==> src/rtl/spi_flash_responder.sv <==
// SPI mode-0 flash target: answers 9Fh/05h/03h/0Bh from a synchronous ROM port.
// All SPI pins are resynchronised to clk; clk must run at least 8x sclk.
//
// state    | meaning
// S_IDLE   | deselected, waiting for a cs_n fall
// S_CMD    | shifting in the command byte
// S_ADDR   | shifting in the 3 address bytes
// S_DUMMY  | 8 dummy clocks of a fast read
// S_ID     | returning JEDEC ID bytes, then zeros
// S_STAT   | returning the status byte repeatedly
// S_DATA   | streaming ROM bytes with prefetch
// S_IGNORE | unknown command, stay off the bus until deselect
module spi_flash_responder #(
  parameter int unsigned ADDR_W   = 16,
  parameter logic [23:0] JEDEC_ID = 24'h016017,
  parameter logic [7:0]  STATUS   = 8'h00
) (
  input  logic              clk,
  input  logic              rst_n,
  input  logic              sclk,
  input  logic              cs_n,
  input  logic              si,
  output logic              so,
  output logic              so_oe,
  output logic              mem_rd,
  output logic [ADDR_W-1:0] mem_addr,
  input  logic [7:0]        mem_data
);

  typedef enum logic [2:0] {
    S_IDLE, S_CMD, S_ADDR, S_DUMMY, S_ID, S_STAT, S_DATA, S_IGNORE
  } state_t;

  state_t            r_state;
  logic [1:0]        r_sclk_sync;
  logic [1:0]        r_cs_sync;
  logic [1:0]        r_si_sync;
  logic              r_sclk_d;
  logic              r_cs_d;
  logic [2:0]        r_bit_cnt;
  logic [6:0]        r_rx;
  logic [ADDR_W-1:0] r_addr_sh;
  logic [1:0]        r_addr_cnt;
  logic              r_dummy;
  logic [1:0]        r_id_idx;
  logic [7:0]        r_buf;
  logic [7:0]        r_tx;
  logic              r_so;
  logic              r_so_oe;
  logic              r_mem_rd;
  logic              r_rd_d;
  logic [ADDR_W-1:0] r_mem_addr;

  logic              w_sclk;
  logic              w_cs_n;
  logic              w_si;
  logic              w_rise;
  logic              w_fall;
  logic              w_cs_fall;
  logic              w_byte_done;
  logic              w_out_phase;
  logic [7:0]        w_rx_next;
  logic [ADDR_W-1:0] w_addr_next;

  assign w_sclk      = r_sclk_sync[1];
  assign w_cs_n      = r_cs_sync[1];
  assign w_si        = r_si_sync[1];
  assign w_rise      = w_sclk & ~r_sclk_d;
  assign w_fall      = ~w_sclk & r_sclk_d;
  assign w_cs_fall   = r_cs_d & ~w_cs_n;
  assign w_byte_done = w_rise & (r_bit_cnt == 3'd7);
  assign w_rx_next   = {r_rx, w_si};
  // Only the low ADDR_W address bits are kept; the upper ones shift out.
  assign w_addr_next = {r_addr_sh[ADDR_W-2:0], w_si};
  assign w_out_phase = (r_state == S_ID) || (r_state == S_STAT) || (r_state == S_DATA);

  assign so       = r_so;
  assign so_oe    = r_so_oe;
  assign mem_rd   = r_mem_rd;
  assign mem_addr = r_mem_addr;

  always_ff @(posedge clk or negedge rst_n) begin
    if (!rst_n) begin
      // cs_n synchroniser resets low so a cs_n already low at release is
      // not mistaken for a fresh select.
      r_state     <= S_IDLE;
      r_sclk_sync <= 2'b00;
      r_cs_sync   <= 2'b00;
      r_si_sync   <= 2'b00;
      r_sclk_d    <= 1'b0;
      r_cs_d      <= 1'b0;
      r_bit_cnt   <= 3'd0;
      r_rx        <= 7'd0;
      r_addr_sh   <= '0;
      r_addr_cnt  <= 2'd0;
      r_dummy     <= 1'b0;
      r_id_idx    <= 2'd0;
      r_buf       <= 8'h00;
      r_tx        <= 8'h00;
      r_so        <= 1'b1;
      r_so_oe     <= 1'b0;
      r_mem_rd    <= 1'b0;
      r_rd_d      <= 1'b0;
      r_mem_addr  <= '0;
    end else begin
      r_sclk_sync <= {r_sclk_sync[0], sclk};
      r_cs_sync   <= {r_cs_sync[0], cs_n};
      r_si_sync   <= {r_si_sync[0], si};
      r_sclk_d    <= w_sclk;
      r_cs_d      <= w_cs_n;
      r_mem_rd    <= 1'b0;
      r_rd_d      <= r_mem_rd;
      if (r_rd_d) r_buf <= mem_data;

      if (w_cs_n) begin
        r_state    <= S_IDLE;
        r_so       <= 1'b1;
        r_so_oe    <= 1'b0;
        r_bit_cnt  <= 3'd0;
        r_rx       <= 7'd0;
        r_addr_cnt <= 2'd0;
      end else if (r_state == S_IDLE) begin
        if (w_cs_fall) begin
          r_state   <= S_CMD;
          r_bit_cnt <= 3'd0;
          r_rx      <= 7'd0;
        end
      end else begin
        if (w_rise) begin
          r_bit_cnt <= r_bit_cnt + 3'd1;
          r_rx      <= w_rx_next[6:0];
          if (r_state == S_ADDR) r_addr_sh <= w_addr_next;
        end

        // First fall of each byte takes the freshly prepared byte from r_buf.
        if (w_fall && w_out_phase) begin
          r_so_oe <= 1'b1;
          if (r_bit_cnt == 3'd0) begin
            r_so <= r_buf[7];
            r_tx <= {r_buf[6:0], 1'b0};
          end else begin
            r_so <= r_tx[7];
            r_tx <= {r_tx[6:0], 1'b0};
          end
        end

        if (w_byte_done) begin
          case (r_state)
            S_CMD: begin
              case (w_rx_next)
                8'h9F: begin
                  r_state  <= S_ID;
                  r_buf    <= JEDEC_ID[23:16];
                  r_id_idx <= 2'd1;
                end
                8'h05: begin
                  r_state <= S_STAT;
                  r_buf   <= STATUS;
                end
                8'h03: begin
                  r_state    <= S_ADDR;
                  r_dummy    <= 1'b0;
                  r_addr_cnt <= 2'd0;
                end
                8'h0B: begin
                  r_state    <= S_ADDR;
                  r_dummy    <= 1'b1;
                  r_addr_cnt <= 2'd0;
                end
                default: r_state <= S_IGNORE;
              endcase
            end
            S_ADDR: begin
              r_addr_cnt <= r_addr_cnt + 2'd1;
              if (r_addr_cnt == 2'd2) begin
                if (r_dummy) begin
                  r_state <= S_DUMMY;
                end else begin
                  r_state    <= S_DATA;
                  r_mem_rd   <= 1'b1;
                  r_mem_addr <= w_addr_next;
                end
              end
            end
            S_DUMMY: begin
              r_state    <= S_DATA;
              r_mem_rd   <= 1'b1;
              r_mem_addr <= r_addr_sh;
            end
            S_ID: begin
              case (r_id_idx)
                2'd1: begin
                  r_buf    <= JEDEC_ID[15:8];
                  r_id_idx <= 2'd2;
                end
                2'd2: begin
                  r_buf    <= JEDEC_ID[7:0];
                  r_id_idx <= 2'd3;
                end
                default: r_buf <= 8'h00;
              endcase
            end
            S_STAT: r_buf <= STATUS;
            S_DATA: begin
              r_mem_rd   <= 1'b1;
              r_mem_addr <= r_mem_addr + {{(ADDR_W-1){1'b0}}, 1'b1};
            end
            default: ;
          endcase
        end
      end
    end
  end

endmodule

==> config.mk <==
export PLATFORM = sky130hd
export DESIGN_NAME = spi_flash_responder
export DESIGN_NICKNAME = d
export VERILOG_FILES = /design/src/rtl/spi_flash_responder.sv
export SDC_FILE = /design/constraint.sdc
export NUM_CORES = 1
export LEC_CHECK = 0
export CAP_MARGIN = 10
export CORE_MARGIN = 3
export CORE_UTILIZATION = 45
export CTS_CLUSTER_DIAMETER = 60
export DETAILED_ROUTE_END_ITERATION = 8
export SLEW_MARGIN = 10
export SYNTH_ARGS = -nofsm -noshare
export SYNTH_HDL_FRONTEND = slang
export SYNTH_SLANG_ARGS = --single-unit
==> constraint.sdc <==
create_clock -name clk -period 3.93 [get_ports clk]
set_input_delay 0.393 -clock clk [delete_from_list [all_inputs] [get_ports clk]]
set_output_delay 0.393 -clock clk [all_outputs]
set_load 0.05 [all_outputs]
==> results.md <==
- The flow ran to the end, and the final reports show no timing, DRC or antenna violations.
- The cell sitting at the root of the clock tree is a sky130_fd_sc_hd__clkbuf_8.
- The final critical-path share of the clock period is 0.646.
- The number of antenna violations at the first check in global routing is 0.
- The number of cell rows is 33.
- Summed over all nets, the half-perimeter wirelength after detailed placement is 5.64 mm.
- The proportion of register bits with asynchronous set or reset after synthesis is 1.00.
- The adder and majority cell fraction of the synthesized area is 0.0162.
- After synthesis, the netlist uses between 50 and 60 different library cells.
- The routed wire length is 8.26 mm.
- The worst min-delay path category is input port to asynchronous set/reset pin.
- The detailed router placed around 3000 vias in this run.
- The destination of the worst register-to-register timing path is r_addr_sh[6].
- The largest total area in the synthesized netlist belongs to sky130_fd_sc_hd__dfrtp_1.
- The number of max-slew violations in the final report is 0.
- At the worst endpoint, the required time is slightly above 4 ns.
- The number of instances in the synthesized netlist is between 300 and 400.
- Of the synthesized area, sequential elements account for 0.500.
- The largest family of logic cells by synthesized area is compound AO/OA/AOI/OAI gates.
- The final-report hold violation count is 0.
- The area enclosed by the die boundary is about 9700 um^2.
- For the finished layout, the period the worst path requires is 2.54 ns.
- STA classifies the critical path startpoint as a register.
- The clock latency on the worst-skew pair is 0.35 ns.
- The count of flip-flops with a built-in enable after synthesis is 0.
- The floorplan step defined a core boundary enclosing roughly 8300 um^2.
- The share of synthesized area in the top cell type comes to 0.493.
- The CTS tree is done.
- For this run, the total global-route usage over all layers was measured as 0.186.
- For this design, the CTS-stage hold fixing added 0 buffers.
- The final count of negative-setup-slack endpoints is 0.
- The path depth of the worst reg2reg path is 6.
- Summing all flip-flop and latch instances after layout gives approximately 1900 um^2.
- The clock tree synthesis step divided the H-tree into 3 levels.
- The net count reported at finish is about 420.
- The total iterations of the first detailed-routing run is 4.
- The maximum buffer depth of the clock tree is 2.
- The repair_antennas step left the layout with diodes totalling 0.
- The number of nets with antenna violations after detailed routing is 0.
- For this run, design rule violations remaining after detail routing come to 0.
- The via-per-instance ratio is 5.74.
- The fraction of layout cells with a size suffix above 1 is 0.120.
- For this run the aggregate overflow at the end of global routing stands at 0.
- The number of clock buffers added by TritonCTS is 9.
- After synthesis, the mean cell area works out to between 10 and 15 um^2.
- The aggregate negative setup slack is 0 ns.
- The compound-cell area share of the yosys netlist is 0.178.
- The floorplan step set the die height to between 90 and 100 um.
- Setup slack on the worst reg-to-reg path comes out at between 1 and 1.5 ns.
- Across all hold checks on the routed design, the worst slack comes to 0.159 ns.
- The total nets after synthesis is 400.
- The count of state elements after synthesis is a little under 80.
- Of the total synthesized cell area, the portion taken by AND, OR, NAND and NOR gates is 0.171.
- For the pin with the worst max-slew slack, the measured transition is 0.970 ns.
- Setup repair after global routing left no endpoint under its margin.
- The worst-case headroom to the max-slew limit is 0.354.
- Counting instances in the post-synthesis netlist gives the leading cell types as 76 x sky130_fd_sc_hd__dfrtp_1, 36 x sky130_fd_sc_hd__o21ai_0, 32 x sky130_fd_sc_hd__nor2_1.
- The start of the worst register-to-register path is r_state[2].
- The final setup skew is between 0.01 and 0.015 ns.
- The pin count of the biggest net entering global routing is around 80.
- Of the total synthesized cell area, the portion taken by XOR and XNOR cells is 0.
- Derived from the worst setup path, the maximum achievable clock frequency is 394 MHz.
- The ratio of total power to cell area is roughly 340 nW/um^2.
- For this run, the number of Yosys warnings is 0.
- The filler cells instantiated in the layout total roughly 770.
- Post-CTS repair changed the size of 0 cells.
- For the worst setup path, the data arrival time is 2.76 ns.
- The commonest register cell after synthesis is sky130_fd_sc_hd__dfrtp_1.
- The width of the die is between 90 and 100 um.
- The combined area of the multi-input logic cells is 1760 um^2.
- The effective utilization at floorplan is 0.467.
- The tool flagged a number of max-cap violations equal to 0.
- The share of synthesized area spent on multiplexers is 0.0915.
- The via count of the first global-routing pass is 2805.
- The critical path capture point type is a register.
- The most frequent cell after synthesis is sky130_fd_sc_hd__dfrtp_1.
- Dividing the detail-routed wire length by the instance count gives about 16 um.
- The worst-case IR drop observed on VDD is between 0.00015 and 0.0002 V.
- 32 I/O pins were placed.
- The number of setup buffers added after CTS is 0.
- The area growth from synthesis to final layout is 13.3%.
- The congestion estimate from routability-driven global placement came to 0.803.
- The standby leakage power is about 1.8 nW.
- Of all nets on the critical path, the largest fanout is 22.
- The first routing iteration left approximately 160 violations.
- After synthesis, the cell types taking the most area are sky130_fd_sc_hd__dfrtp_1 49%, sky130_fd_sc_hd__mux2_2 5.3%, sky130_fd_sc_hd__o21ai_0 4.7%.
- The clock-pin slew reported for the worst setup and hold paths after clock tree synthesis is around 0.09 ns.
- The number of port buffers is 31.
- The type of the worst setup path is register to register.
- After synthesis the cells add up to approximately 3900 um^2.
- The first global-routing pass estimated ~15 mm of wire.
- The number of sinks handled by clock tree synthesis is slightly below 80.
==> layout make-up <==
cell class / instances / share of cell area
multi-input combinational: 269 / 0.403
sequential: 77 / 0.442
timing repair buffer: 34 / 0.0756
tap: 105 / 0.0301
inverter: 13 / 0.0112
clock inverter: 6 / 0.00888
clock buffer: 10 / 0.0292
==> cell families after synthesis <==
group	after synthesis
and+or+nand+nor	123
DFF	77
buffers and inverters	36
muxes	33
adders and majority gates	5
AOI/OAI and AO/OA	108
==> stage by stage <==
stage                     setup WS (ns)  area [um^2]  instances  utilization  total power [mW]
final                              1.39         4370        514        0.529              1.50
after detailed placement           1.42         4200        498        0.509             0.989
after global placement             1.47         4200        498        0.509             0.985
after CTS                          1.39         4370        514        0.529              1.52
after global routing               1.14         4370        514        0.529              1.58
after floorplan                    1.95         3850        382            -             0.948
==> metal layers <==
layer | track usage | wire length, um | vias to the layer above
li1 | - | - | 1443
met5 | 0 | 0 | -
met1 | 0.287 | 4160 | 1427
met3 | 0.0361 | 399 | 9
met2 | 0.264 | 3590 | 73
met4 | 0.0599 | 111 | 0
==> placed cells by master, fill, tap and decap left out, drive strengths merged, types with 2 or more instances in the layout <==
cell type,count
mux2i,15
inv,14
nor2,33
mux2,18
o21ai,36
nand2b,2
buf,4
nand3b,2
clkdlybuf4s50,30
nand3,7
o31ai,3
a22oi,3
nand4b,2
and4,2
a221oi,6
a31oi,4
a22o,11
a211o,2
and2,3
clkinv,3
o211ai,2
nor3b,3
a21oi,28
or2,2
or3,5
nand4,4
dfrtp,76
and3b,2
clkbuf,10
nand2,23
ha,5
clkinvlp,2
nor3,7
nor2b,9
nor4,11
o21bai,2
o22ai,2
==> where the power goes <==
part / internal (mW) / leakage, nW / switching, mW
clock network: 0.228 / 0.0824 / 0.296
logic: 0.0536 / 0.722 / 0.0755
registers: 0.807 / 1.02 / 0.0356
total: 1.09 / 1.82 / 0.407
==> registers in the layout (all words and copies together), names as in the netlist <==
signal / count
r_addr_cnt: 2
r_state: 3
r_rd_d: 1
r_tx: 7
r_sclk_d: 1
mem_rd: 1
r_cs_sync: 2
r_rx: 7
r_addr_sh: 16
r_buf: 8
mem_addr: 16
r_si_sync: 2
r_bit_cnt: 3
r_cs_d: 1
so_oe: 1
r_dummy: 1
so: 1
r_id_idx: 2
r_sclk_sync: 2
==> how the worst max path moves through the flow <==
stage | startpoint | end | slack, ns | depth (start not counted)
floorplan | mem_addr[4] | mem_addr[12] | 1.95 | 6
global placement | r_state[2] | r_addr_sh[2] | 1.47 | 6
detailed placement | r_state[2] | r_addr_sh[6] | 1.42 | 6
CTS | r_state[2] | r_addr_sh[6] | 1.39 | 6
global route | r_state[0] | r_addr_sh[6] | 1.14 | 6
finish | r_state[2] | r_addr_sh[6] | 1.39 | 6
==> worst max-delay path: stages, from the launching register on <==
cell and delay, ns:
sky130_fd_sc_hd__dfrtp_1 0.61, sky130_fd_sc_hd__or2_2 0.43, sky130_fd_sc_hd__o21ai_0 0.19, sky130_fd_sc_hd__nor2_1 0.07, sky130_fd_sc_hd__buf_4 0.19, sky130_fd_sc_hd__nand3_1 0.50
sky130_fd_sc_hd__mux2_2 0.42
Power figures use the tool's default switching activity.
